File: src/rtl/imgproc_pkg.sv
// Shared image-processing definitions: line-buffer geometry, fill width and
// the line-buffer controller state encoding.
package imgproc_pkg;

    localparam int unsigned LINE_W_DEFAULT = 512;
    localparam int unsigned NUM_BUFS       = 4;
    localparam int unsigned LBC_FILL_W     = $clog2(NUM_BUFS * LINE_W_DEFAULT + 1);

    typedef enum logic {
        IDLE = 1'b0,
        READ = 1'b1
    } lbc_state_t;

endpackage

File: src/rtl/mod_counter.sv
// Modulo-MOD up-counter with enable; wrap_c flags the enabled cycle that
// returns the count to zero.
module mod_counter #(
    parameter  int unsigned MOD   = 4,
    localparam int unsigned CNT_W = (MOD > 1) ? $clog2(MOD) : 1
) (
    input  logic             clk,
    input  logic             reset,
    input  logic             en,
    output logic [CNT_W-1:0] count,
    output logic             wrap_c
);

    assign wrap_c = en && (count == CNT_W'(MOD - 1));

    always_ff @(posedge clk) begin
        if (reset) begin
            count <= '0;
        end else if (en) begin
            count <= wrap_c ? '0 : count + CNT_W'(1);
        end
    end

endmodule

File: src/rtl/line_buf_ctrl.sv
// Line-buffer controller for a 3x3 window over four rotating line buffers.
// Define LBC_OVF_GUARD_EN to drop writes into a full buffer set and flag ovf_err.
module line_buf_ctrl #(
    parameter int unsigned LINE_W   = imgproc_pkg::LINE_W_DEFAULT,
    parameter int unsigned NUM_BUFS = imgproc_pkg::NUM_BUFS
) (
    input  logic                        clk,
    input  logic                        reset,
    input  logic                        in_valid,
    output logic [NUM_BUFS-1:0]         buf_wr_en,
    output logic [NUM_BUFS-1:0]         buf_rd_en,
    output logic [$clog2(NUM_BUFS)-1:0] rd_top_sel,
    output logic                        kernel_valid,
    output logic                        interrupt,
    output logic                        ovf_err
);

    import imgproc_pkg::*;

    localparam int unsigned COL_W     = $clog2(LINE_W);
    localparam int unsigned IDX_W     = $clog2(NUM_BUFS);
    localparam int unsigned FILL_BITS = $clog2(NUM_BUFS * LINE_W + 1);
    localparam logic [FILL_BITS-1:0] FILL_READY = FILL_BITS'(3 * LINE_W);

    lbc_state_t           state;
    lbc_state_t           stateNext;
    logic [COL_W-1:0]     wrCol;
    logic [COL_W-1:0]     rdCol;
    logic [IDX_W-1:0]     wrIdx;
    logic [FILL_BITS-1:0] fill;
    logic                 wrColWrap;
    logic                 rdColWrap;
    logic                 unusedWrIdxWrap;
    logic                 unusedRdTopWrap;
    logic                 readCycle;
    logic                 wrBlocked;
    logic                 wrAccept;

    assign readCycle    = (state == READ);
    assign kernel_valid = readCycle;

`ifdef LBC_OVF_GUARD_EN
    localparam logic [FILL_BITS-1:0] FILL_FULL = FILL_BITS'(NUM_BUFS * LINE_W);

    // A write with no concurrent read would push fill past the buffer capacity.
    assign wrBlocked = in_valid && (fill == FILL_FULL) && !readCycle;

    always_ff @(posedge clk) begin
        if (reset) begin
            ovf_err <= 1'b0;
        end else if (wrBlocked) begin
            ovf_err <= 1'b1;
        end
    end
`else
    assign wrBlocked = 1'b0;
    assign ovf_err   = 1'b0;
`endif

    assign wrAccept  = in_valid && !wrBlocked;
    assign buf_wr_en = wrAccept ? (NUM_BUFS'(1) << wrIdx) : '0;

    mod_counter #(.MOD(LINE_W)) u_wr_col (
        .clk    (clk),
        .reset  (reset),
        .en     (wrAccept),
        .count  (wrCol),
        .wrap_c (wrColWrap)
    );

    mod_counter #(.MOD(NUM_BUFS)) u_wr_idx (
        .clk    (clk),
        .reset  (reset),
        .en     (wrColWrap),
        .count  (wrIdx),
        .wrap_c (unusedWrIdxWrap)
    );

    mod_counter #(.MOD(LINE_W)) u_rd_col (
        .clk    (clk),
        .reset  (reset),
        .en     (readCycle),
        .count  (rdCol),
        .wrap_c (rdColWrap)
    );

    mod_counter #(.MOD(NUM_BUFS)) u_rd_top (
        .clk    (clk),
        .reset  (reset),
        .en     (rdColWrap),
        .count  (rd_top_sel),
        .wrap_c (unusedRdTopWrap)
    );

    // Pixel occupancy: a write and a read column in the same cycle cancel.
    always_ff @(posedge clk) begin
        if (reset) begin
            fill <= '0;
        end else if (wrAccept && !readCycle) begin
            fill <= fill + FILL_BITS'(1);
        end else if (!wrAccept && readCycle) begin
            fill <= fill - FILL_BITS'(1);
        end
    end

    always_ff @(posedge clk) begin
        if (reset) begin
            state     <= IDLE;
            interrupt <= 1'b0;
        end else begin
            state     <= stateNext;
            interrupt <= rdColWrap;
        end
    end

    // Next state and read-window enables.
    always_comb begin
        stateNext = state;
        buf_rd_en = '0;
        case (state)
            IDLE: begin
                if (fill >= FILL_READY) begin
                    stateNext = READ;
                end
            end
            READ: begin
                for (int i = 0; i < 3; i++) begin
                    buf_rd_en[rd_top_sel + IDX_W'(i)] = 1'b1;
                end
                if (rdColWrap) begin
                    stateNext = IDLE;
                end
            end
        endcase
    end

endmodule

File: config.mk
export PLATFORM = sky130hd
export DESIGN_NAME = line_buf_ctrl
export DESIGN_NICKNAME = d
export VERILOG_FILES = /design/src/rtl/imgproc_pkg.sv /design/src/rtl/mod_counter.sv /design/src/rtl/line_buf_ctrl.sv
export SDC_FILE = /design/constraint.sdc
export NUM_CORES = 1
export LEC_CHECK = 0
export ABC_CLOCK_PERIOD_IN_PS = 3100
export CAP_MARGIN = 20
export CORE_MARGIN = 8
export CORE_UTILIZATION = 45
export DETAILED_ROUTE_END_ITERATION = 16
export PLACE_DENSITY_LB_ADDON = 0.12
export SLEW_MARGIN = 20
export SYNTH_ARGS = -nofsm -noshare
export SYNTH_HDL_FRONTEND = slang
export SYNTH_SLANG_ARGS = --single-unit
File: constraint.sdc
create_clock -name clk -period 3.1 [get_ports clk]
set_clock_uncertainty 0.15 [all_clocks]
set_input_delay 0.62 -clock clk [delete_from_list [all_inputs] [get_ports clk]]
set_output_delay 0.62 -clock clk [all_outputs]
set_load 0.005 [all_outputs]
After elaboration in Yosys (flattened, before gate mapping)
Cells that the tools add are included.
- register bits: 36
- output and inout bits: 13
- logic and storage cells: 58
- input port bits: 3
- equality and inequality tests: 4
- $lt $le $gt $ge: 7
- mux-type cells: 17
- reductions and logical operators: 12
- $add $sub $neg: 7
- shift operators: 1
- bitwise operators: 3
- operators with widths (cell ; number):
    $mux W12 ; 2
    $add A9 B1 Y9 const B ; 2
    $eq A9 B9 Y1 const B ; 2
    $mux W9 ; 2
    $add A12 B1 Y12 const B ; 1
    $ge A12 B11 Y1 const B ; 1
    $sub A12 B1 Y12 const B ; 1
    $logic_and A1 B1 Y1 ; 9
    $lt A2 B3 Y1 const B ; 3
    $mux W4 ; 2
    $or A4 B4 Y4 ; 2
    $demux W1 S2 ; 3
    $ge A2 B1 Y1 const B ; 3
    $mux W1 ; 5
    $add A2 B1 Y2 const B ; 2
    $eq A2 B2 Y1 const B ; 2
    $mux W2 ; 2
    $shl A1 B2 Y4 const A ; 1
    $add A2 B2 Y2 const B ; 1
    $logic_not A1 Y1 ; 2
    $pmux W1 S2 ; 1
    $reduce_bool A2 Y1 ; 1
    $not A1 Y1 ; 1

Logic depth before layout (Yosys ltp)
- depth in word-level cells: 8
- depth in mapped cells: 10
- mapped depth without buffers: 9

Cells and area by module
A second synthesis with hierarchy kept.
- cell total of the unflattened synthesis: 241
- area, all modules: 2100.8 um2
- by module, submodules not included (module ; sequential area each (um2) ; instances ; area an instance (um2) ; cells each):
    line_buf_ctrl ; 280.3 ; 1 ; 1067.3 ; 127
    mod_counter at u_rd_col ... ; 180.2 ; 2 ; 424.2 ; 48
    mod_counter at u_rd_top ... ; 40.0 ; 2 ; 92.6 ; 9

Worst setup path after synthesis
Ideal clock, no wire load.
- path kind: reg2reg
- start point: register state (netlist: kernel_valid)
- end point: register fill[8]
- library setup time: 0.117 ns
- data required time: 2.833 ns
- path slack: 0.351 ns
- stages on the path, launching flop included: 11
- path buffers: 1
- arrival: 2.482 ns
- clock period less this slack: 2.749 ns
- cell sequence: dfxtp_1 -> buf_2 -> clkinv_1 -> ha_1 -> inv_1 -> ha_1 -> nor2b_4 -> o31ai_4 -> a21oi_1 -> or3_1 -> a32o_1
- longest elaborated chain between the ends: 3
- elaborated cells on any way between the ends: 5
- classes of those cells: 1 x mux; 4 x reduce/logical
- RTL lines (element ; RTL line ; RTL):
    start: declaration ; line_buf_ctrl.sv:25 ; lbc_state_t state;
    start signal: assignment ; line_buf_ctrl.sv:111 ; state <= stateNext;
    $logic_not A1 Y1 ; line_buf_ctrl.sv:99 ; end else if (wrAccept && !readCycle) begin
    $logic_and A1 B1 Y1 ; line_buf_ctrl.sv:99 ;
    $mux W12 or $reduce_bool A2 Y1 (tied branches) ; - ;
    end signal: assignment ; line_buf_ctrl.sv:100 ; fill <= fill + FILL_BITS'(1);
    end signal: assignment ; line_buf_ctrl.sv:102 ; fill <= fill - FILL_BITS'(1);
    end: declaration ; line_buf_ctrl.sv:30 ; logic [FILL_BITS-1:0] fill;
Several ways; a longest one is shown, not always the timed one.
A chain may end at the register's enable or synchronous reset.

Worst setup path after layout
- start point: input in_valid
- end point: register fill[11]
- longest elaborated chain between the ends: 3
- elaborated cells on any way between the ends: 5
- classes of those cells: 1 x mux; 4 x reduce/logical
- RTL lines (element ; RTL line ; RTL):
    start: declaration ; line_buf_ctrl.sv:9 ; input logic in_valid,
    $logic_not A1 Y1 ; line_buf_ctrl.sv:101 ; end else if (!wrAccept && readCycle) begin
    $logic_and A1 B1 Y1 ; line_buf_ctrl.sv:101 ;
    $reduce_bool A2 Y1 (no line) ; - ;
Several ways; a longest one is shown, not always the timed one.

==> results.md <==
- Status: finished clean
- Vias in the first global route: 1,765
- Nets@finish: 317
- First-pass GRT wire length: 7730 µm
- Worst R2R Setup Slack: 0.65 ns
- Post-CTS sizing: 0
- Cell taking the most area after synthesis: dfxtp_1
- Hold Fails Final Rpt: 0
- Worst setup margin: 0.234 ns
- Main flop type after synthesis: dfxtp_1
- Sequential cell fraction of total power: 31.2%
- CTS root buf: clkbuf_8
- Area contributors post-synth: dfxtp_1 33%, ha_1 13%, a21oi_1 6.0%
- Reg2Reg Depth: 10
- Tot GR Track Use: 12.9%
- Clock transition at path regs: 0.08 ns
- Synth async-reset ratio: 0%
- Clock power share: 17.7%
- Antenna Diode Count: 0
- Combinational share of power: 51.1%
- Slew Viols, Final: 0
- Later-pin clock latency in the skew report: 0.30 ns
- CTS tree: done
- Largest fanout on the critical path: 7
- H-tree depth: 2
- Setup bufs post-CTS: 0
- Critical path type: in -> reg
- Leak: 1.05 nW
- Hold Path Class: reg -> reg
- Vias: 1,870
- Worst Setup Start Kind: primary input
- Synth Cell Area: 2160 µm²
- Mapped Cells: 259
- Switching Fraction: 39.2%
- RR Endpoint: fill[8]
- Tot Pwr: 0.00197 W
- Routed length per placed instance: 12.6 µm
- Worst Hold Launch: fill[3]
- Remaining DRCs: 0
- Clock Sinks: 36
- Min-Delay Endpoint: fill[3]
- Final min period: 2.87 ns
- Yosys warns: 0
- Period Utilization, post-route: 92.4%
- Dominant cell by count in the synthesized netlist: dfxtp_1
- Sw Pwr: 0.000773 W
- Post-synth EDFFs: 0
- Die H: 85.3 µm
- Worst Path Arrival: 2.90 ns
- Sequential share of the synthesized area: 33.3%
- # rows: 25
- # IOs: 16
- CTS buffer count: 5
- Initial core utilization: 46.1%
- Remaining antenna violation count after routing: 0
- Final Wtd Congestion: 0.863
- Cell Pwr Density: 775 nW/µm²
- Syn_nets: 286
- Initial antenna violation count: 0
- Seq cells post-synth: 36
- Met1 wire length: 2090 µm
- Worst vdd ir: 0.531 mV
- R2r startpoint: kernel_valid
- Met3 routed WL: 137 µm
- RSZ-0062 raised after global routing: false
- Crit path required time: 3.14 ns
- Layout overhead on the synthesized area: 17.6%
- Area of the core: 4690 µm²
- Die area: 7280 µm²
- DPL Wire Length: 3310 µm
- Yosys top cell area share: 33.3%
- Int Pwr: 0.00120 W
- Cts hold-fix bufs: 0
- Top sig layer: met4
- Starting DRT DRC Count: 66
- DRT Wirelength: 4350 µm
- Synth cell count leaders: 36 x dfxtp_1, 34 x nor2_1, 27 x nand2_1
- Largest buffer count on any clock path: 2
- Met2 wire length: 2040 µm
- Distinct cells, synth: 48
- Number of setup violations in the final report: 0
- WHS Path Cells: 2
- Via density: 5.42
- Largest net degree at the start of global routing: 14
- Drt pass-1 iters: 4
- CP Capture Type: register
- Avg Cell Area, Syn: 8.35 µm²
- Fmax: 0.349 GHz
- PortBufs: 14
- Die Width: 85.3 µm
- MaxCap Viol Count: 0
- Ratio of cells with drive above 1 in the final layout: 12.0%
- Global route total overflow: 0
- Pre-CTS WS: -0.0608 ns
## logic make-up after synthesis
logic type               count (synthesis)  share of synthesized area [%]
other                                    1                          0.173
multiplexers                             1                          0.463
AND/OR/NAND/NOR                        105                           23.8
AO/OA/AOI/OAI                           59                           18.0
XOR/XNOR                                13                           5.26
adder cells (fa/ha/maj)                 24                           14.2
flip-flops                              36                           33.3
buffers and inverters                   20                           4.74
## state kept, by name, indices dropped and copies added (netlist names)
register        flops
fill               12
u_wr_idx.count      2
kernel_valid        1
u_rd_top.count      2
interrupt           1
u_wr_col.count      9
u_rd_col.count      9
## critical path: stages
cell and delay, ns:
clkdlybuf4s50_1 0.51, ha_1 0.18, inv_1 0.13, buf_4 0.19
ha_1 0.39, nand4_1 0.12, a21oi_1 0.29, a21oi_1 0.10
and4bb_1 0.29, o211ai_1 0.08
## power by group through the flow
stage               Combinational [W]  Clock, W  Sequential, W
CTS                           0.00101  0.000363       0.000613
floorplan                    0.000723         0       0.000605
global route                  0.00113  0.000380       0.000624
detailed placement            0.00101         0       0.000623
global placement             0.000997         0       0.000625
finish                        0.00101  0.000349       0.000614
## cell type report
class,instances,area (µm²)
inverter,11,41.3
timing repair buffer,33,283
clock buffer,5,68.8
clock inverter,3,23.8
tap,54,67.6
fill,459,2150
multi-input combinational,203,1340
sequential,36,721
## layer usage
layer | vias to the layer above | track usage [%]
li1 | 963 | -
met1 | 877 | 14.5
met2 | 22 | 22.6
met3 | 8 | 3.09
met4 | 0 | 5.73
met5 | - | 0
## through the flow
step | instance area (µm²) | std cells | TNS [ns] | hold slack [ns] | util, %
global route | 2540 | 345 | 0 | 0.354 | 54.2
detailed placement | 2450 | 337 | -0.141 | 0.312 | 52.3
finish | 2540 | 345 | 0 | 0.320 | 54.2
CTS | 2540 | 345 | 0 | 0.323 | 54.2
floorplan | 2160 | 259 | 0 | 0.292 | -
global placement | 2450 | 337 | -0.000600 | 0.309 | 52.3
## how the worst max path moves through the flow
| stage | from | endpoint | slack (ns) | cells after the start |
|---|---|---|---|---|
| 2_1_floorplan | kernel_valid | fill[8] | 0.35 | 10 |
| 3_3_place_gp | in_valid | fill[8] | -0.0006 | 10 |
| 3_5_place_dp | in_valid | fill[8] | -0.06 | 10 |
| 4_1_cts | in_valid | fill[8] | 0.26 | 10 |
| 5_1_grt | in_valid | fill[11] | 0.14 | 10 |
| 6_report | in_valid | fill[11] | 0.23 | 10 |
## layout by cell type, fill, tap and decap left out, drive strengths merged, types with 3 or more instances in the layout
master         synthesis  final
dfxtp                 36     36
nor2                  34     34
nand2                 27     27
a21oi                 27     27
ha                    23     23
buf                    5     19
clkdlybuf4s50          0     14
o21ai                 13     13
xor2                  11     11
inv                   10     10
nand4                  8      8
nand3                  7      7
or3                    7      7
clkbuf                 4      5
o211ai                 5      5
and2                   4      4
nor3                   4      4
and3                   3      3
(Power assumes the default switching activity.)
